## src/rtl/reg2mem_arbiter.sv

```systemverilog
// rtl/reg2mem_arbiter.sv - two-requester round-robin front end for a reg2mem datapath
//
// Purpose: arbitrates two requesters, latches the winner's command, strobes it
// into the datapath for one cycle, waits LAT cycles for the result, then
// returns it on rdata together with a done pulse to the winner.
//
// Ports:
//   clock, reset_n       clock (rising edge), asynchronous active-low reset
//   req/op/rg/ma/din 0,1 requester command inputs, sampled only in IDLE
//   gnt0, gnt1           one-cycle grant pulse to the winner
//   done0, done1         one-cycle completion pulse to the winner
//   rdata                result of the last completed command
//   dp_en, dp_op, dp_reg, dp_mem, dp_din   command to the datapath
//   dp_out               datapath result, valid LAT cycles after dp_en falls
module reg2mem_arbiter #(
  parameter int OPW = 2,
  parameter int RGW = 3,
  parameter int MAW = 4,
  parameter int DW  = 4,
  parameter int LAT = 2
) (
  input  logic           clock,
  input  logic           reset_n,
  input  logic           req0,
  input  logic           req1,
  input  logic [OPW-1:0] op0,
  input  logic [OPW-1:0] op1,
  input  logic [RGW-1:0] rg0,
  input  logic [RGW-1:0] rg1,
  input  logic [MAW-1:0] ma0,
  input  logic [MAW-1:0] ma1,
  input  logic [DW-1:0]  din0,
  input  logic [DW-1:0]  din1,
  output logic           gnt0,
  output logic           gnt1,
  output logic           done0,
  output logic           done1,
  output logic [DW-1:0]  rdata,
  output logic           dp_en,
  output logic [OPW-1:0] dp_op,
  output logic [RGW-1:0] dp_reg,
  output logic [MAW-1:0] dp_mem,
  output logic [DW-1:0]  dp_din,
  input  logic [DW-1:0]  dp_out
);

  typedef enum logic [1:0] {IDLE, ISSUE, WAIT, RESP} state_t;

  // WAIT lasts LAT cycles: the counter runs 0 .. LAT-1.
  localparam logic [2:0] LAST_WAIT = 3'(LAT - 1);

  state_t         state_q, state_d;
  logic           rr_q, rr_d;
  logic           win_q, win_d;
  logic [2:0]     cnt_q, cnt_d;
  logic [OPW-1:0] op_q, op_d;
  logic [RGW-1:0] rg_q, rg_d;
  logic [MAW-1:0] ma_q, ma_d;
  logic [DW-1:0]  din_q, din_d;
  logic [DW-1:0]  rdata_q, rdata_d;
  logic           pick;

  always_comb begin
    state_d = state_q;
    rr_d    = rr_q;
    win_d   = win_q;
    cnt_d   = '0;
    op_d    = op_q;
    rg_d    = rg_q;
    ma_d    = ma_q;
    din_d   = din_q;
    rdata_d = rdata_q;
    gnt0    = 1'b0;
    gnt1    = 1'b0;
    // Pointer decides only under contention; a lone requester always wins.
    pick    = (req0 && req1) ? rr_q : req1;

    case (state_q)
      IDLE: begin
        if (req0 || req1) begin
          win_d   = pick;
          rr_d    = ~pick;
          state_d = ISSUE;
          op_d    = pick ? op1  : op0;
          rg_d    = pick ? rg1  : rg0;
          ma_d    = pick ? ma1  : ma0;
          din_d   = pick ? din1 : din0;
          // Grant is combinational; gate it so it is 0 while reset is held.
          gnt0    = reset_n & ~pick;
          gnt1    = reset_n & pick;
        end
      end
      ISSUE: state_d = WAIT;
      WAIT: begin
        if (cnt_q == LAST_WAIT) begin
          state_d = RESP;
        end else begin
          cnt_d = cnt_q + 3'd1;
        end
      end
      RESP: begin
        rdata_d = dp_out;
        state_d = IDLE;
      end
      default: state_d = IDLE;
    endcase
  end

  always_ff @(posedge clock or negedge reset_n) begin
    if (!reset_n) begin
      state_q <= IDLE;
      rr_q    <= 1'b0;
      win_q   <= 1'b0;
      cnt_q   <= '0;
      op_q    <= '0;
      rg_q    <= '0;
      ma_q    <= '0;
      din_q   <= '0;
      rdata_q <= '0;
    end else begin
      state_q <= state_d;
      rr_q    <= rr_d;
      win_q   <= win_d;
      cnt_q   <= cnt_d;
      op_q    <= op_d;
      rg_q    <= rg_d;
      ma_q    <= ma_d;
      din_q   <= din_d;
      rdata_q <= rdata_d;
    end
  end

  assign dp_en  = (state_q == ISSUE);
  assign dp_op  = op_q;
  assign dp_reg = rg_q;
  assign dp_mem = ma_q;
  assign dp_din = din_q;
  assign done0  = (state_q == RESP) && !win_q;
  assign done1  = (state_q == RESP) && win_q;
  // Bypass in RESP so the result is visible in the same cycle as done.
  assign rdata  = (state_q == RESP) ? dp_out : rdata_q;

endmodule

```

## config.mk

```make
export PLATFORM = sky130hd
export DESIGN_NAME = reg2mem_arbiter
export DESIGN_NICKNAME = d
export VERILOG_FILES = /design/src/rtl/reg2mem_arbiter.sv
export SDC_FILE = /design/constraint.sdc
export NUM_CORES = 1
export LEC_CHECK = 0
export ABC_AREA = 1
export ABC_CLOCK_PERIOD_IN_PS = 1600
export BUFFER_PORTS_ARGS = -buffer_cell sky130_fd_sc_hd__clkbuf_2
export CORE_MARGIN = 10
export CORE_UTILIZATION = 35
export DETAILED_ROUTE_END_ITERATION = 10
export PLACE_DENSITY = 0.72
export SYNTH_ARGS = -nofsm -noshare
export SYNTH_HDL_FRONTEND = slang
export SYNTH_SLANG_ARGS = --single-unit
```

## constraint.sdc

```tcl
create_clock -name clock -period 1.6 [get_ports clock]
set_input_delay 0.32 -clock clock [delete_from_list [all_inputs] [get_ports clock]]
set_output_delay 0.32 -clock clock [all_outputs]
set_load 0.01 [all_outputs]
```

==> results of run 1 <==
worst min-delay path by stage:
stage,to,from,cells past startpoint,slack [ps]
global route,rdata_q[2],reset_n,2,70
global placement,state_q[0],reset_n,2,340
CTS,rdata_q[3],reset_n,2,50
floorplan,cnt_q[0],reset_n,0,20
finish,rdata_q[1],reset_n,2,40
detailed placement,state_q[1],reset_n,2,340
logic make-up (layout without fill, tap and decap cells):
group | Yosys count | in the layout | synth area share (%)
DFF | 24 | 24 | 45.6
buffers and inverters | 43 | 104 | 13.6
AOI/OAI and AO/OA | 3 | 3 | 1.80
and+or+nand+nor | 105 | 105 | 35.2
adders and majority gates | 4 | 4 | 3.80
power groups by stage:
stage	combinational (mW)	clock (mW)	sequential (mW)
6_report	1.50	0.521	1.05
5_1_grt	1.71	0.562	1.09
4_1_cts	1.53	0.538	1.05
3_5_place_dp	1.44	0	1.06
3_3_place_gp	1.41	0	1.05
2_1_floorplan	0.835	0	1.12
worst reg2reg max path, stage by stage, from the launching register on:
cell and delay, ps:
dfrtp_1 430, inv_2 100, ha_4 160, inv_4 50, nor2_8 100, inv_2 40, buf_4 180, nand2_1 80
nand2_1 50
Yosys cell counts, drive strengths merged:
| library cell | instances | area share, % |
|---|---|---|
| a21oi | 1 | 0.38 |
| o21a | 1 | 0.57 |
| nor2 | 6 | 3.5 |
| nor3 | 2 | 1.1 |
| ha | 4 | 3.8 |
| a21boi | 1 | 0.85 |
| nand2 | 68 | 20 |
| inv | 38 | 11 |
| dfrtp | 24 | 46 |
| nand3 | 29 | 11 |
| buf | 5 | 2.8 |
cell type report:
type | count | area [um^2]
Sequential cell | 24 | 601
Inverter | 38 | 145
Timing Repair Buffer | 62 | 328
Clock inverter | 1 | 30.0
Tap cell | 48 | 60.1
Fill cell | 387 | 1900
Clock buffer | 3 | 41.3
Multi-Input combinational cell | 112 | 553
through the flow:
stage          cells  hold WS [ps]  power [mW]  setup TNS, ps  setup WS [ps]
4_1_cts          287          51.8        3.12           -254           -108
2_1_floorplan    179          24.4        1.95              0           31.0
6_report         288          42.6        3.07           -139          -74.9
3_3_place_gp     282           344        2.45              0            130
5_1_grt          288          68.5        3.37           -924           -181
3_5_place_dp     282           343        2.50              0           71.4
routing by layer:
metal | global-route usage, % | up-vias | share of wire (%)
met5 | 0 | - | 0
met4 | 3.11 | 0 | 1.1
met3 | 4.08 | 2 | 9.6
met2 | 17.7 | 33 | 48
met1 | 11.7 | 563 | 42
li1 | - | 656 | -
timing repair:
| action | CTS | global route |
|---|---|---|
| setup endpoints to repair | 7 | 7 |
| cloned | 0 | 0 |
| pin swaps | 1 | 1 |
| buffers inserted | 1 | 1 |
| resized for setup | 8 | 2 |
==> metrics, run 1 <==
Core Util, Final 48.0%; row count 22; clock-pin transition on the worst setup and hold timing paths 90 ps; Mapped Cells around 180; diodes inserted 0; source of the worst register-to-register timing path state_q[0]; commonest non-fill, non-tap cell in the layout nand2_1; Final Critical Period about 1700 ps; cell-internal power 1.85 mW; vias per inst roughly 4.4; Slew Limit Fails 0; worst path buffer plus inverter count 4; cts bufs inserted 3; P&R area growth vs syn 33.4%; Clock power frac 17.0%; nets 279; failing checks setup timing; critical path class reg -> out; status finished with violations; Final Hold Viols 0; worst-path cell chain inv_2 > ha_4 > inv_4 > nor2_8 > inv_2 > nor3_2 > buf_2; ratio of cells with drive above 1 in the final layout 32.5%; Top cell by count, worst path inv_2; die area 6620 um^2; #FFs+latches synth 24; Synth cell types 18; first-pass GRT wire length ~5500 um; Pwr Density between 1500 and 2000 nW/um^2; critical path depth 7; WL/cell approximately 12 um; VDD IR max roughly 640 uV; skew final around 5.5 ps; # setup viols final 5; CP Launch Type register; Yosys warning count 0; die height 81.4 um; Antenna Nets Post-Route 0; most frequent cells in the layout nand2_1, clkbuf_2, inv_1, nand3_1, dfrtp_1; DR pass1 iterations 4; initial antenna violation count 0; Static Leakage around 1.1 nW; Die W 81.4 um; Routability Congestion 0.819; Max Cap Viol 0; fmax 597 MHz; hold buffer count at CTS 0; CP Max Fanout 4; IO Pins 56; number of global-route vias before repair 1246; combinational share of power 48.8%; crit path to gnt0; Slew headroom 79.3%; largest net degree at the start of global routing 25; R2R depth 8; total wire length 3350 um; Post-Syn Nets 217; Slew @ Worst Pin 310 ps; final worst slack -74.9 ps; CTS Sinks 24; Hold Crit Class in -> async; IO buf count 55; Tcrit/Tclk final 105%; Worst EP arrival 1350 ps; syn_area_per_cell 7.36 um^2; net switching power 1.23 mW; synthesized area 1320 um^2; DRC viols 0; post-synthesis sequential area ratio a little under half; via count 1254; Clock Latency Late Sink 260 ps; Total GRT Usage 10.4%; Critical-path top delay cell dfrtp_1; Critical Path RT about 1300 ps; initial core utilization 36.0%; GR Overflow Total 0; R2R setup slack about 320 ps; post-placement cell area ~1700 um^2; sequential share of power 34.3%; CTS tree built; core area 3660 um^2; Worst setup EP type output pin; Worst Setup SP state_q[0]; R2R Path End dp_din[2]; Clock Tree Buf Depth 2; CTS H-tree depth 1; crit-path leading delay family flip-flops; Final HPWL DP 2720 um; Design Area, Final 1760 um^2; RSZ-0062 raised after global routing true; Critical Path Max Stage Delay 430 ps; root buf cell clkbuf_8; sw frac 39.9%; Iteration-0 DRC Markers 52
(Power assumes the default switching activity.)
==> inputs of run 2 (changes only) <==
CORE_MARGIN = 2   (was 10)
PLACE_DENSITY = unset   (was 0.72)
==> metrics, run 2 (synthesized netlist as in run 1, its figures left out) <==
Max Cap Viol 0; IO buf count between 50 and 60; Design Area, Final 1850 um^2; Iteration-0 DRC Markers 74; Tcrit/Tclk final 104%; Routability Congestion between 0.7 and 0.8; vias per inst 4.39; CTS Sinks 24; status finished with violations; Hold Crit Class in -> async; GR Overflow Total 0; Final HPWL DP 2330 um; Clock Tree Buf Depth 2; diodes inserted 0; die area about 4300 um^2; Final Critical Period 1670 ps; first-pass GRT wire length 5390 um; via count 1314; P&R area growth vs syn 40.1%; initial core utilization 36.3%; Critical-path top delay cell dfrtp_1; Die W between 60 and 70 um; VDD IR max 467 uV; Top cell by count, worst path inv_2; Slew @ Worst Pin 306 ps; CP Launch Type register; core area between 3000 and 4000 um^2; fmax 600 MHz; Antenna Nets Post-Route 0; number of global-route vias before repair ~1200; WHS 43.3 ps; largest net degree at the start of global routing 25; total wire length 3290 um; CTS tree built; failing checks setup timing; # setup viols final 6; ratio of cells with drive above 1 in the final layout 35.9%; most frequent cells in the layout nand2_1, clkbuf_2, inv_1, nand3_1, dfrtp_1; Pwr Density 1760 nW/um^2; commonest non-fill, non-tap cell in the layout nand2_1; Critical Path Max Stage Delay 390 ps; skew final around 5.5 ps; root buf cell clkbuf_8; Static Leakage 1.14 nW; Total GRT Usage between 10% and 20%; Critical Path RT 1280 ps; R2R setup slack 240 ps; hold buffer count at CTS 0; Worst setup EP type output pin; final worst slack -65.6 ps; WL/cell 11.0 um; cts bufs inserted 3; DR pass1 iterations 4; worst-path cell chain inv_2 > ha_4 > inv_4 > nor2_8 > inv_2 > nor3_2 > buf_2; IO Pins 56; nets 290; pre-CTS setup slack 58.0 ps; Worst EP arrival 1350 ps; row count 22; initial antenna violation count 0; critical path class reg -> out; Slew headroom approximately 80%; die height 65.4 um; CP Max Fanout 3; Slew Limit Fails 0; clock-pin transition on the worst setup and hold timing paths 90 ps; R2R depth 9; DRC viols 0; post-placement cell area 1660 um^2; source of the worst register-to-register timing path state_q[0]; R2R Path End dp_op[1]; Tot Pwr 3.25 mW; Clock Latency Late Sink 270 ps; CTS H-tree depth 1; RSZ-0062 raised after global routing true; Final Hold Viols 0
-- run 2: changes by cell type in the layout (fill, tap and decap cells not counted) --
cell / change
ha_2: -1
inv_4: +1
buf_2: +3
bufinv_16: -1
buf_4: +11
buf_6: +1
inv_2: -1
clkbuf_2: -4
ha_4: +1
clkbuf_8: +1
nand2_1: -1
nand2_2: +1
-- run 2: worst max-delay path: cells and delay by family, from the launching register on --
kind	cells	cell delay, ps
flops	1	390
buf+inv	4	350
simple gates	2	190
fa+ha+maj	1	160
-- run 2: routing by layer --
| layer | vias to the layer above | GRT usage, % | share of wire (%) |
|---|---|---|---|
| met5 | - | 0 | 0 |
| met4 | 0 | 6.25 | 1.6 |
| met3 | 4 | 2.57 | 4.4 |
| met2 | 32 | 26.4 | 47 |
| met1 | 601 | 22.4 | 47 |
| li1 | 677 | - | - |
-- run 2: cell type report --
| type | instances | area [um^2] |
|---|---|---|
| multi-input combinational | 112 | 566 |
| timing repair buffer | 73 | 417 |
| tap | 48 | 60.1 |
| sequential | 24 | 601 |
| inverter | 38 | 148 |
| clock buffer | 4 | 55.1 |
| fill | 386 | 1790 |
-- run 2: through the flow --
stage	util, %	std cells	setup TNS [ps]
floorplan	-	179	0
global placement	45.7	283	0
detailed placement	45.7	283	0
CTS	49.8	295	-253
global route	50.8	299	-772
finish	50.8	299	-242
-- run 2: worst max-delay path by stage --
stage               endpoint  depth (start not counted)       start  slack, ps
floorplan               gnt0                          7  state_q[0]         30
global placement    rdata[2]                          6  state_q[0]         90
detailed placement  rdata[0]                          6  state_q[0]         60
CTS                     gnt0                          7  state_q[1]        -60
global route            gnt0                          7  state_q[0]       -170
finish                  gnt0                          7  state_q[0]        -70
-- run 2: power by group --
part / switching [mW] / total, mW / internal, mW
sequential: 0.146 / 1.04 / 0.895
combinational: 0.960 / 1.78 / 0.819
clock: 0.205 / 0.425 / 0.220
total: 1.31 / 3.25 / 1.93
-- run 2: repair_timing --
item,CTS,global route
buffers inserted,8,4
endpoints found under the hold margin,0,0
resized for setup,11,7
pin swaps,6,4
setup endpoints to repair,8,7
==> inputs of run 3 (changes only) <==
CORE_UTILIZATION = 47   (was 35)
PLACE_DENSITY = 0.79   (was unset)
==> metrics, run 3 (synthesized netlist as in run 1, its figures left out) <==
status finished with violations; failing checks setup timing; ratio of cells with drive above 1 in the final layout 33.9%; Routability Congestion between 0.8 and 0.9; IO buf count 55; first-pass GRT wire length about 4700 um; WHS 209 ps; vias per inst 4.64; Hold Crit Class in -> reg; Reg area 601 um^2; CTS Sinks 24; final worst slack -168 ps; die height 56.9 um; Final Hold Viols 0; Multi-input gate area 556 um^2; skew final 0.823 ps; Finished Layout Cells 276; CTS H-tree depth 1; CP Max Fanout 3; P&R area growth vs syn 33.6%; Critical Path RT 1280 ps; via count 1282; placed cells about 270; IO Pins 56; Slew @ Worst Pin 297 ps; number of global-route vias before repair 1140; Clock Latency Late Sink between 300 and 400 ps; critical path class reg -> out; Worst setup EP type output pin; Tcrit/Tclk final 110%; commonest non-fill, non-tap cell in the layout nand2_1; Slew headroom 80.2%; Max Cap Viol 0; CTS tree built; WL/cell 10.8 um; Pwr Density 1740 nW/um^2; GR Overflow Total 0; most frequent cells in the layout nand2_1, clkbuf_2, inv_1, nand3_1, dfrtp_1; VDD IR max 1040 uV; nets ~280; initial core utilization 48.6%; Worst EP arrival 1450 ps; DR pass1 iterations 4; row count 19; diodes inserted 0; RSZ-0062 raised after global routing true; clock-pin transition on the worst setup and hold timing paths approximately 130 ps; # setup viols final 8; fmax roughly 570 MHz; Die W 56.9 um; die area 3240 um^2; largest net degree at the start of global routing 25; # fillers between 200 and 250; core area 2710 um^2; Final HPWL DP 2150 um; DRC viols 0; Slew Limit Fails 0; Total GRT Usage between 10% and 20%; initial antenna violation count 0; total wire length 2990 um; Core Util, Final between 60% and 70%; cts bufs inserted 3; Final Critical Period 1770 ps; Static Leakage 1.11 nW; root buf cell clkbuf_4; Iteration-0 DRC Markers 30; CP Launch Type register; Antenna Nets Post-Route 0; Clock Tree Buf Depth 2
[run 3: where the power goes]
| group | total, mW | switching [mW] | internal [mW] | leakage, nW |
|---|---|---|---|---|
| combinational | 1.58 | 0.904 | 0.677 | 0.785 |
| sequential | 1.05 | 0.155 | 0.892 | 0.295 |
| clock | 0.440 | 0.186 | 0.253 | 0.0279 |
[run 3: worst max-delay path, cell delays in order, from the launching register on]
cell and delay [ps]:
dfrtp_1 440, inv_2 100, ha_4 150, inv_4 50, nor2_8 100, inv_2 40, nor3_2 100, buf_2 150
[run 3: layout make-up]
cell class              count  area share, %
flip-flops and latches     24           34.1
multi-input cells         112           31.6
repair buffers             67           20.9
inverters                  38           8.24
well taps                  31           2.20
clock inverters             1           1.71
clock buffers               3           1.28
[run 3: repair_timing]
| action | 4_1_cts | 5_1_grt |
|---|---|---|
| hold endpoints to repair | 24 | 0 |
| pin swaps | 1 | 2 |
| setup endpoints to repair | 8 | 9 |
| buffers inserted | 4 | 2 |
| gates resized for setup | 7 | 4 |
| hold buffers | 1 | 0 |
[run 3: routing by layer]
layer	track usage [%]	vias to the layer above	part of all wire, %
met2	31.5	38	50
met5	0	-	0
met4	5.98	0	2.4
met1	23.8	569	42
met3	3.63	9	5.6
li1	-	666	-
[run 3: final timing paths]
check / start / end / slack [ps] / cells past startpoint
worst max-delay path: state_q[1] / gnt0 / -170 / 7
worst min-delay path: dp_out[0] / rdata_q[0] / 210 / 3
worst max register to register: state_q[0] / state_q[0] / 210 / 8
worst min register to register: rdata_q[2] / rdata_q[2] / 480 / 2
max in group asynchronous: reset_n / dp_mem[0] / 850 / 3
min in group asynchronous: reset_n / rdata_q[0] / 520 / 3
[run 3: per-stage QoR]
step / setup slack, ps / setup TNS (ps) / instance area [um^2] / total power, mW
floorplan: 31.0 / 0 / 1320 / 1.95
global placement: 131 / 0 / 1630 / 2.40
detailed placement: 57.9 / 0 / 1630 / 2.45
CTS: -159 / -927 / 1740 / 3.01
global route: -242 / -1420 / 1760 / 3.33
finish: -168 / -596 / 1760 / 3.07
